**src/rtl/op_arbiter.sv**
```systemverilog
// Round-robin arbiter sharing one bundled-data four-phase operator between M
// clocked requesters; operands are held T cycles before the request rises.
module op_arbiter #(
    parameter logic Rpol = 1'b0,
    parameter int   N    = 1,
    parameter int   M    = 4,
    parameter int   T    = 2,
    parameter int   SYNC = 2
) (
    input  logic           clk,
    input  logic           rst,
    input  logic [M-1:0]   in_valid,
    output logic [M-1:0]   in_ready,
    input  logic [M*N-1:0] in_a,
    input  logic [M*N-1:0] in_b,
    output logic [M-1:0]   out_valid,
    output logic [N-1:0]   out_d,
    output logic           op_r,
    input  logic           op_a,
    output logic [N-1:0]   op_da,
    output logic [N-1:0]   op_db,
    input  logic [N-1:0]   op_d
);

    localparam int W  = $clog2(M);
    localparam int CW = (T > 1) ? $clog2(T) : 1;

    typedef enum logic [2:0] {
        IDLE,
        SETUP,
        REQ,
        REL,
        RESP
    } state_t;

    state_t          state_q, state_d;
    logic [CW-1:0]   cnt_q, cnt_d;
    logic [W-1:0]    ptr_q, ptr_d;
    logic [W-1:0]    win_q, win_d;
    logic            op_r_q, op_r_d;
    logic [N-1:0]    da_q, da_d;
    logic [N-1:0]    db_q, db_d;
    logic [N-1:0]    out_d_q, out_d_d;
    logic [M-1:0]    out_valid_q, out_valid_d;
    logic [SYNC-1:0] sync_q;
    logic            ack_s;

    logic            win_found;
    logic [W-1:0]    win_idx;
    logic [W:0]      sum;

    // op_a is asynchronous to clk; only the last stage is ever observed.
    always_ff @(posedge clk or posedge rst) begin
        if (rst) begin
            sync_q <= {SYNC{Rpol}};
        end else begin
            sync_q <= {sync_q[SYNC-2:0], op_a};
        end
    end

    assign ack_s = sync_q[SYNC-1];

    // First pending requester at or above the pointer, wrapping to 0.
    always_comb begin
        win_found = 1'b0;
        win_idx   = '0;
        sum       = '0;
        for (int unsigned i = 0; i < M; i++) begin
            sum = {1'b0, ptr_q} + (W+1)'(i);
            if (sum >= (W+1)'(M)) begin
                sum = sum - (W+1)'(M);
            end
            if (!win_found && in_valid[sum[W-1:0]]) begin
                win_found = 1'b1;
                win_idx   = sum[W-1:0];
            end
        end
    end

    always_comb begin
        state_d     = state_q;
        cnt_d       = cnt_q;
        ptr_d       = ptr_q;
        win_d       = win_q;
        op_r_d      = op_r_q;
        da_d        = da_q;
        db_d        = db_q;
        out_d_d     = out_d_q;
        out_valid_d = '0;
        in_ready    = '0;

        case (state_q)
            IDLE: begin
                // Never launch while the operator is still off its idle level.
                if (!rst && (ack_s == Rpol) && win_found) begin
                    in_ready[win_idx] = 1'b1;
                    da_d    = in_a[int'(win_idx)*N +: N];
                    db_d    = in_b[int'(win_idx)*N +: N];
                    win_d   = win_idx;
                    cnt_d   = '0;
                    state_d = SETUP;
                end
            end
            SETUP: begin
                if (cnt_q == CW'(T-1)) begin
                    op_r_d  = ~Rpol;
                    state_d = REQ;
                end else begin
                    cnt_d = cnt_q + 1'b1;
                end
            end
            REQ: begin
                if (ack_s == ~Rpol) begin
                    out_d_d = op_d;
                    op_r_d  = Rpol;
                    state_d = REL;
                end
            end
            REL: begin
                if (ack_s == Rpol) begin
                    out_valid_d[win_q] = 1'b1;
                    state_d = RESP;
                end
            end
            RESP: begin
                ptr_d   = (win_q == W'(M-1)) ? '0 : win_q + 1'b1;
                state_d = IDLE;
            end
            default: begin
                state_d = IDLE;
            end
        endcase
    end

    always_ff @(posedge clk or posedge rst) begin
        if (rst) begin
            state_q     <= IDLE;
            cnt_q       <= '0;
            ptr_q       <= '0;
            win_q       <= '0;
            op_r_q      <= Rpol;
            da_q        <= '0;
            db_q        <= '0;
            out_d_q     <= '0;
            out_valid_q <= '0;
        end else begin
            state_q     <= state_d;
            cnt_q       <= cnt_d;
            ptr_q       <= ptr_d;
            win_q       <= win_d;
            op_r_q      <= op_r_d;
            da_q        <= da_d;
            db_q        <= db_d;
            out_d_q     <= out_d_d;
            out_valid_q <= out_valid_d;
        end
    end

    assign op_r      = op_r_q;
    assign op_da     = da_q;
    assign op_db     = db_q;
    assign out_d     = out_d_q;
    assign out_valid = out_valid_q;

endmodule

```
**config.mk**
```make
export PLATFORM = sky130hd
export DESIGN_NAME = op_arbiter
export DESIGN_NICKNAME = d
export VERILOG_FILES = /design/src/rtl/op_arbiter.sv
export SDC_FILE = /design/constraint.sdc
export NUM_CORES = 1
export LEC_CHECK = 0
export BUFFER_PORTS_ARGS = -buffer_cell sky130_fd_sc_hd__buf_2
export CAP_MARGIN = 20
export CORE_MARGIN = 4
export CORE_UTILIZATION = 49
export DETAILED_ROUTE_END_ITERATION = 10
export MAX_ROUTING_LAYER = met4
export PLACE_DENSITY = 0.73
export SETUP_SLACK_MARGIN = 0.5
export SLEW_MARGIN = 10
export SYNTH_ARGS = -nofsm -noshare
export SYNTH_HDL_FRONTEND = slang
export SYNTH_SLANG_ARGS = --single-unit
```
**constraint.sdc**
```tcl
create_clock -name clk -period 1.9 [get_ports clk]
set_input_delay 0.38 -clock clk [delete_from_list [all_inputs] [get_ports clk]]
set_output_delay 0.38 -clock clk [all_outputs]
set_load 0.01 [all_outputs]
```
==> results of run 1 <==
==> worst min path at each step <==
stage                   start        end  slack (ps)  cells past startpoint
floorplan                 rst      cnt_q         320                      1
global placement    sync_q[0]  sync_q[1]         330                      0
detailed placement  sync_q[0]  sync_q[1]         340                      0
CTS                      op_a  sync_q[0]         180                      1
global route             op_a  sync_q[0]         170                      1
finish                   op_a  sync_q[0]         180                      1
==> per-stage QoR <==
step / worst slack, ps / power (mW)
after floorplan: 263 / 1.04
after global placement: 24.6 / 1.23
after detailed placement: 3.00 / 1.25
after CTS: -154 / 1.61
final: -154 / 1.68
after global routing: -229 / 1.79
==> sequential cells by signal, indices dropped and copies added (netlist names) <==
register and cells:
cnt_q 1, op_da 1, op_db 1, op_r 1
out_d 1, out_valid 4, ptr_q 2, state_q 3
sync_q 2, win_q 2
==> cell families (layout without fill, tap and decap cells) <==
kind of cell	count (synthesis)	in the layout
simple gates	38	38
flops	18	18
compound gates	14	14
mux	8	8
buf+inv	6	56
fa+ha+maj	4	4
==> power groups by stage <==
stage	logic [mW]	registers [mW]	clock network [mW]
after global routing	0.894	0.646	0.254
after global placement	0.606	0.625	0
after floorplan	0.400	0.637	0
after CTS	0.754	0.618	0.240
after detailed placement	0.620	0.632	0
final	0.814	0.630	0.235
==> repair_timing <==
| item | in CTS | in global routing |
|---|---|---|
| endpoints found under the setup margin | 6 | 10 |
| buffers inserted | 8 | 4 |
| pin swaps | 4 | 3 |
| gates resized for setup | 8 | 6 |
| gates cloned | 0 | 0 |
==> synthesized netlist by cell type <==
master,instances
nor2_1,12
nand2_1,7
a21o_1,1
nor2_2,1
a21oi_2,1
o21ai_1,1
o21ai_0,3
mux2i_1,5
or4_4,1
mux2_2,3
nor3b_1,1
and2_1,4
nand3_1,2
o22ai_4,1
or2_2,1
ha_1,4
nand2b_1,4
a22o_1,1
o221ai_2,2
dfrtp_1,18
a211oi_1,1
a21oi_1,2
o22ai_1,1
inv_1,6
nor2b_1,3
nand2b_4,1
nand4_4,1
==> critical path, cell delays in order, from the launching register on <==
cell,delay [ps]
dfrtp_1,430
nand2b_4,160
a21oi_2,140
a211oi_2,50
buf_4,140
or2_4,240
nor2b_2,100
buf_2,120
==> metal layers <==
| layer | GRT usage [%] | vias to the layer above | part of all wire [%] |
|---|---|---|---|
| met2 | 28.0 | 18 | 50 |
| met4 | 13.1 | 0 | 2.7 |
| met3 | 4.01 | 8 | 3.9 |
| li1 | - | 397 | - |
| met5 | - | - | 0 |
| met1 | 20.6 | 377 | 43 |
==> area by class of cell <==
cell class	instances	area (sq um)
clock buffers	4	36.3
flip-flops and latches	18	452
multi-input cells	64	544
inverters	6	22.5
repair buffers	46	293
fillers	118	404
well taps	25	31.3
==> flow_summary.json, run 1 <==
{
  "status": "finished, violations left",
  "violations": "setup timing",
  "synthDistinctLibCells": 27,
  "p_switching_mw": 0.619,
  "hold_path_class": "input port to flip-flop",
  "final_area_sq_um": 1380,
  "vdd_drop_max_uv": 707,
  "r2r_setup_slack_ps": 140,
  "synth.mux.area_fraction_pct": 8.90,
  "netlist_area_sq_um": 942,
  "leakagePower_nw": 0.704,
  "period_share_pct": 108,
  "fin_nets": 159,
  "path_clk_slew_ps": 100,
  "yosys_warnings": 0,
  "avgSynthCellArea_sq_um": 10.7,
  "fmax_ghz": 0.487,
  "synth.top_cell.area_share_pct": 47.8,
  "num_rows": 15,
  "synthCells": 88,
  "layout_commonest_cell": "buf_2",
  "num_antenna_cells": 0,
  "synth_compound_area_share_pct": 12.6,
  "drtIter0Drc": 11,
  "drv_cap": 0,
  "fin_worst_skew_ps": 0.951,
  "timing.hold.ws_ps": 181,
  "ctsHoldBuffers": 0,
  "fin_ws_ps": -154,
  "relSlewSlack_pct": 55.4,
  "core_sq_um": 1780,
  "drt_pass1_iterations": 4,
  "ys_ff_latch": 18,
  "drc_errors": 0,
  "p_comb_share_pct": 48.5,
  "antenna_found_initial": 0,
  "finalSetupViolCount": 4,
  "initial_utilization_pct": 52.8,
  "powerDensity_nw_per_um2": 1220,
  "portBuffers": 27,
  "placedCellCount": 147,
  "wl_per_cell_um": 13.9,
  "die_h_um": 51.9,
  "dpl_cell_area_sq_um": 1190,
  "synth-seq-area-share_pct": 47.8,
  "clock_latency_ps": 290,
  "grt_pass1_wl_um": 3390,
  "dieArea_sq_um": 2690,
  "cp-start-kind": "flip-flop",
  "maxSlewViolCount": 0,
  "vias_per_cell": 4.91,
  "critPathCapture": "in_ready[0]",
  "wirelength_um": 2260,
  "ant_nets": 0,
  "synthAdderAreaFrac_pct": 5.31,
  "reg2reg_from": "ptr_q[0]",
  "critPathMaxFanout": 4,
  "fp.dieW_um": 51.9,
  "worstSetupPathType": "flip-flop to output port",
  "grt_max_degree": 19,
  "place.gp.congestion": 0.849,
  "syn_nets": 108,
  "cts_buffer_depth": 2,
  "io_pins": 28,
  "synth_top_family_by_area": "simple AND/OR/NAND/NOR gates",
  "p_int_mw": 1.06,
  "mostFrequentLayoutCells": "27 x buf_2, 17 x dfrtp_1, 15 x buf_4",
  "clockPowerShare_pct": 14.0,
  "ff2ff_path_depth": 8,
  "finalHoldViolCount": 0,
  "grt-ovfl-total": 0,
  "rsz0062_at_grt": "yes",
  "synth_top_area_cell": "dfrtp_1",
  "cp.required_ps": 1520,
  "critPathCaptureType": "output port",
  "final_cell_count_no_fill": 163,
  "grt_usage_pct": 18.1,
  "crit_start": "ptr_q[0]",
  "crit_arrival_ps": 1670,
  "grt_pass1_vias": 799,
  "via_count": 800,
  "drive_above_1_share_pct": 54.3,
  "final_util_pct": 77.3,
  "clkSinkCount": 18,
  "dp_hpwl_um": 1570,
  "yosys.area_share.simple_pct": 23.0,
  "tightest_slew_ps": 668,
  "setup-tns-final_ps": -503,
  "area_growth_pct": 46.3,
  "synth_xor_area_share_pct": 0,
  "yosys-top-cells-area": "dfrtp_1 48%, ha_1 5.3%, mux2i_1 5.3%",
  "r2r-end": "op_da",
  "period_needed_ps": 2050,
  "swShare_pct": 36.9,
  "p_seq_share_pct": 37.5,
  "cts-root-buf": "clkbuf_4",
  "htreeDepth": 1,
  "cts_made_buffers": 3,
  "cts_tree": "done"
}
Power figures use the tool's default switching activity.
==> inputs of run 2 (changes only) <==
ABC_AREA = 1   (was not set)
CAP_MARGIN = not set   (was 20)
CORE_UTILIZATION = 52   (was 49)
PLACE_DENSITY = 0.75   (was 0.73)
==> flow_summary.json, run 2 <==
{
  "yosys-top-cells-area": "dfrtp_1 38%, nand2_1 17%, inv_1 7.6%",
  "yosysMostFrequentCell": "nand2_1",
  "rsz0062_at_grt": "yes",
  "grt_max_degree": 19,
  "num_antenna_cells": 0,
  "antenna_found_initial": 0,
  "p_seq_share_pct": 18.9,
  "crit_slowest_cell": "dfrtp_2",
  "htreeDepth": 1,
  "swShare_pct": 47.2,
  "crit_arrival_ps": 2000,
  "synthDistinctLibCells": 23,
  "ff2ff_path_depth": 17,
  "dp_hpwl_um": 2070,
  "grt_usage_pct": 19.1,
  "clkSinkCount": 18,
  "multi_input_area_sq_um": 801,
  "timing.hold.ws_ps": 169,
  "grt_pass1_wl_um": 4610,
  "avgSynthCellArea_sq_um": 6.97,
  "netlist_area_sq_um": 1190,
  "cts_buffer_depth": 2,
  "period_needed_ps": 2380,
  "vias_per_cell": 5.18,
  "mostFrequentLayoutCells": "33 x nand2_1, 23 x buf_2, 22 x inv_1",
  "synthFlopType": "dfrtp_1",
  "synth_common_cells": "54 x nand2_1, 24 x inv_1, 22 x nor2_1, 18 x dfrtp_1, 11 x nand3_1",
  "initial_utilization_pct": 54.4,
  "dieArea_sq_um": 3120,
  "p_int_mw": 1.76,
  "powerDensity_nw_per_um2": 1750,
  "wirelength_um": 3770,
  "status": "finished, violations left",
  "synthCells": 171,
  "cts-root-buf": "clkbuf_4",
  "drive_above_1_share_pct": 51.9,
  "wl_per_cell_um": 14.5,
  "fmax_ghz": 0.420,
  "drtIter0Drc": 60,
  "cp_num_buf_inv": 3,
  "portBuffers": 27,
  "placedCellCount": 235,
  "drt_pass1_iterations": 4,
  "core_sq_um": 2190,
  "worstSetupPathType": "flip-flop to output port",
  "finalHoldViolCount": 0,
  "num_rows": 17,
  "fp.dieW_um": 55.9,
  "num-fill-cells": 111,
  "r2r_setup_slack_ps": -390,
  "hold_path_class": "input port to async pin",
  "area_growth_pct": 60.2,
  "leakagePower_nw": 1.01,
  "crit_chain": "buf_6 > nand2_4 > nand2_4 > nand2_2 > nand2_2 > nand4_1 > nand2_1 > nor2_2 > nor2_4 > inv_4 > nor2_4 > buf_6",
  "fin_ws_ps": -482,
  "ys_ff_latch": 18,
  "via_count": 1352,
  "crit_path_max_incr_delay_ps": 520,
  "dpl_cell_area_sq_um": 1490,
  "synth-seq-area-share_pct": 37.8,
  "cts_made_buffers": 3,
  "seq_area_sq_um": 452,
  "async_reset_ff_share_pct": 100,
  "synth_edf_count": 0,
  "tightest_slew_ps": 660,
  "critPathMaxFanout": 7,
  "path_clk_slew_ps": 100,
  "ant_nets": 0,
  "p_comb_share_pct": 74.0,
  "io_pins": 28,
  "largest_register_ffs": 4,
  "period_share_pct": 125,
  "grt-ovfl-total": 0,
  "setup-tns-final_ps": -3310,
  "place.gp.congestion": 0.851,
  "final_util_pct": 87.2,
  "violations": "setup timing",
  "drv_cap": 0,
  "reg2reg_from": "ptr_q[0]",
  "finalSetupViolCount": 10,
  "yosys_warnings": 0,
  "cp.required_ps": 1520,
  "p_switching_mw": 1.58,
  "final_area_sq_um": 1910,
  "syn_nets": 191,
  "cp-start-kind": "flip-flop",
  "r2r-end": "win_q[0]",
  "final_cell_count_no_fill": 261,
  "critPathCaptureType": "output port",
  "clockPowerShare_pct": 7.1,
  "synth_top_area_cell": "dfrtp_1",
  "fin_worst_skew_ps": 5.20,
  "vdd_drop_max_uv": 1180,
  "path_delay_family": "simple AND/OR/NAND/NOR gates",
  "synth.top_cell.area_share_pct": 37.8,
  "grt_pass1_vias": 1117,
  "cts_tree": "done",
  "clock_latency_ps": 300,
  "layout_commonest_cell": "nand2_1",
  "die_h_um": 55.9,
  "fin_nets": 254,
  "relSlewSlack_pct": 55.9,
  "drc_errors": 0,
  "maxSlewViolCount": 0
}
## run 2: cell types whose count changed after synthesis, sizes merged, moves of 4 or more
cell,before,now
nand4,1,5
nor2,13,26
nand2b,5,0
inv,6,29
nand3,2,14
mux2i,5,0
nand2,7,58
and2,4,0
## run 2: cell type report
cell class | count | area share [%]
inverter | 29 | 6.48
timing repair inverter | 1 | 0.327
clock buffer | 4 | 1.90
sequential | 18 | 23.6
timing repair buffer | 58 | 23.9
tap | 28 | 1.83
multi-input combinational | 123 | 41.9
## run 2: worst reg2reg max path, stage by stage, from the launching register on
cell	delay (ps)
dfrtp_2	510
buf_6	160
nand2_4	60
nand2_4	70
nand2_2	70
nand2_2	70
nand2_2	90
nand2_2	50
nand2_2	100
nand3_4	150
buf_6	160
buf_6	100
buf_6	110
buf_6	110
buf_6	110
buf_6	110
buf_6	100
o21ai_2	90
## run 2: worst max path at each step
stage,startpoint,to,cells after the start
global route,ptr_q[0],in_ready[1],12
finish,ptr_q[0],in_ready[3],12
global placement,ptr_q[0],in_ready[0],11
CTS,ptr_q[0],in_ready[0],10
floorplan,ptr_q[0],in_ready[2],12
detailed placement,ptr_q[0],in_ready[2],10
## run 2: layer usage
metal / global-route usage, % / share of wire [%] / vias to the layer above
met5: - / 0 / -
met4: 6.10 / 4.2 / 0
met3: 4.41 / 5.1 / 16
met2: 33.3 / 52 / 63
met1: 21.6 / 39 / 614
li1: - / - / 659
## run 2: timing repair
| action | in CTS | in global routing |
|---|---|---|
| gates resized for setup | 24 | 41 |
| setup buffers | 9 | 12 |
| endpoints found under the setup margin | 11 | 13 |
| cloned | 0 | 1 |
| hold buffers | 0 | 0 |
| pin swaps | 9 | 29 |
## run 2: cells by family after synthesis
logic type | synth area share, %
mux | 0.944
buf+inv | 10.7
compound gates | 4.93
fa+ha+maj | 4.20
simple gates | 41.4
flops | 37.8
## run 2: per-stage QoR
| step | worst slack, ps | total power [mW] |
|---|---|---|
| floorplan | 119 | 1.71 |
| global route | -580 | 3.56 |
| detailed placement | -220 | 2.11 |
| global placement | -150 | 2.06 |
| CTS | -392 | 2.64 |
| finish | -482 | 3.34 |
## run 2: power by group through the flow
stage	combinational, mW	clock (mW)	sequential (mW)
3_5_place_dp	1.49	0	0.627
2_1_floorplan	1.10	0	0.611
5_1_grt	2.64	0.267	0.651
3_3_place_gp	1.45	0	0.618
6_report	2.47	0.236	0.630
4_1_cts	1.78	0.239	0.615
==> inputs of run 3 (changes only) <==
CORE_ASPECT_RATIO = 0.6   (was not set)
==> flow_summary.json, run 3 (synthesis results as in run 2) <==
{
  "status": "finished, violations left",
  "violations": "setup timing",
  "fmax_ghz": 0.421,
  "setup-tns-final_ps": -3460,
  "critPathCaptureType": "flip-flop",
  "via_count": 1527,
  "r2r_setup_slack_ps": -480,
  "die_h_um": 45.1,
  "finalHoldViolCount": 0,
  "cp-start-kind": "flip-flop",
  "multi_input_area_sq_um": 798,
  "dieArea_sq_um": 3150,
  "vdd_drop_max_uv": 1020,
  "crit_arrival_ps": 2560,
  "cts_made_buffers": 3,
  "drive_above_1_share_pct": 51.7,
  "r2r-end": "state_q[0]",
  "fin_ws_ps": -477,
  "crit_chain": "buf_6 > nand2_4 > nand2_8 > nand2_2 > nand2_2 > nor2_4 > nand3_4 > buf_6 > buf_6 > buf_6 > buf_6 > buf_6 > buf_6 > nand2_1 > a21oi_1 > nand2_1 > nand2_1 > o21ai_1",
  "grt_pass1_wl_um": 6620,
  "clkSinkCount": 18,
  "grt-ovfl-total": 0,
  "num-fill-cells": 103,
  "core_sq_um": 2180,
  "dp_hpwl_um": 2420,
  "maxSlewViolCount": 0,
  "wl_per_cell_um": 17.6,
  "holdPathEnd": "sync_q[0]",
  "cts_buffer_depth": 2,
  "crit_start": "ptr_q[0]",
  "fin_nets": 257,
  "grt_max_degree": 19,
  "initial_utilization_pct": 54.7,
  "cts_tree": "done",
  "fp.dieW_um": 69.8,
  "tightest_slew_ps": 684,
  "num_antenna_cells": 0,
  "leakagePower_nw": 1.02,
  "grt_pass1_vias": 1441,
  "drv_cap": 0,
  "ant_nets": 0,
  "hold_path_class": "input port to flip-flop",
  "mostFrequentLayoutCells": "36 x nand2_1, 26 x buf_4, 23 x buf_2",
  "clock_latency_ps": 260,
  "crit_slowest_cell": "dfrtp_2",
  "drc_errors": 0,
  "critPathMaxFanout": 6,
  "io_pins": 28,
  "drtIter0Drc": 120,
  "antenna_found_initial": 0,
  "layout_commonest_cell": "nand2_1",
  "reg2reg_from": "ptr_q[0]",
  "relSlewSlack_pct": 54.4,
  "drt_pass1_iterations": 4,
  "holdCritStartpoint": "op_a",
  "period_needed_ps": 2380,
  "wirelength_um": 4680,
  "seq_area_sq_um": 453,
  "worstSetupPathType": "flip-flop to flip-flop",
  "period_share_pct": 125,
  "vias_per_cell": 5.74,
  "portBuffers": 27,
  "path_clk_slew_ps": 70,
  "htreeDepth": 1,
  "rsz0062_at_grt": "yes",
  "ff2ff_path_depth": 18,
  "cp.required_ps": 2090,
  "largest_register_ffs": 4,
  "cts-root-buf": "clkbuf_8",
  "min_path_cells": 1,
  "fin_worst_skew_ps": 3.30,
  "grt_usage_pct": 28.6,
  "timing.hold.ws_ps": 225,
  "powerDensity_nw_per_um2": 1700,
  "finalSetupViolCount": 10,
  "place.gp.congestion": 0.824,
  "crit_top_cell": "buf_6",
  "crit_path_max_incr_delay_ps": 490,
  "area_growth_pct": 61.4,
  "num_rows": 13
}
[run 3: cell count changes in the layout (fill, tap and decap cells not counted), moves of 2 or more]
cell	delta
clkbuf_4	-3
nand2_2	-3
clkbuf_8	+3
buf_4	+12
nor3_2	+2
buf_6	-8
nor3_1	-2
nand2_1	+3
[run 3: routing by layer]
metal / share of wire (%) / global-route usage (%)
met5: 0 / -
met4: 3.5 / 14.9
met3: 11 / 8.00
met2: 48 / 47.7
met1: 38 / 32.4
[run 3: power by group]
part           leakage [nW]  switching, mW  internal [mW]
registers             0.220          0.137          0.511
logic                 0.769           1.37          0.931
clock network        0.0288          0.142          0.185
total                  1.02           1.65           1.63
[run 3: critical path, delay by kind of cell (launching register included)]
family	cells	cell delay (ps)
and+or+nand+nor	9	850
AOI/OAI and AO/OA	2	140
DFF	1	490
buffers and inverters	7	820
[run 3: repair_timing]
action | CTS | global route
resized for setup | 27 | 27
hold buffers | 0 | 0
cloned | 0 | 0
setup endpoints to repair | 11 | 14
buffers inserted | 17 | 8
pin swaps | 12 | 12
[run 3: how the worst max path moves through the flow]
| stage | end | slack [ps] |
|---|---|---|
| 3_5_place_dp | in_ready[2] | -250 |
| 2_1_floorplan | in_ready[2] | 120 |
| 4_1_cts | in_ready[2] | -340 |
| 3_3_place_gp | in_ready[0] | -160 |
| 6_report | state_q[0] | -480 |
| 5_1_grt | state_q[0] | -550 |
[run 3: area by class of cell]
cell class / instances / area share (%)
tap: 30 / 1.95
inverter: 29 / 6.44
multi-input combinational: 123 / 41.5
clock buffer: 4 / 2.86
sequential: 18 / 23.5
timing repair buffer: 62 / 23.7
[run 3: stage by stage]
step	area, sq um	utilization [%]	setup WS (ps)	std cells	power (mW)
floorplan	1260	-	119	171	1.71
global route	1920	88.3	-549	266	3.44
global placement	1490	68.5	-161	237	2.08
finish	1920	88.3	-477	266	3.27
CTS	1780	81.5	-342	258	2.80
detailed placement	1490	68.5	-249	237	2.14
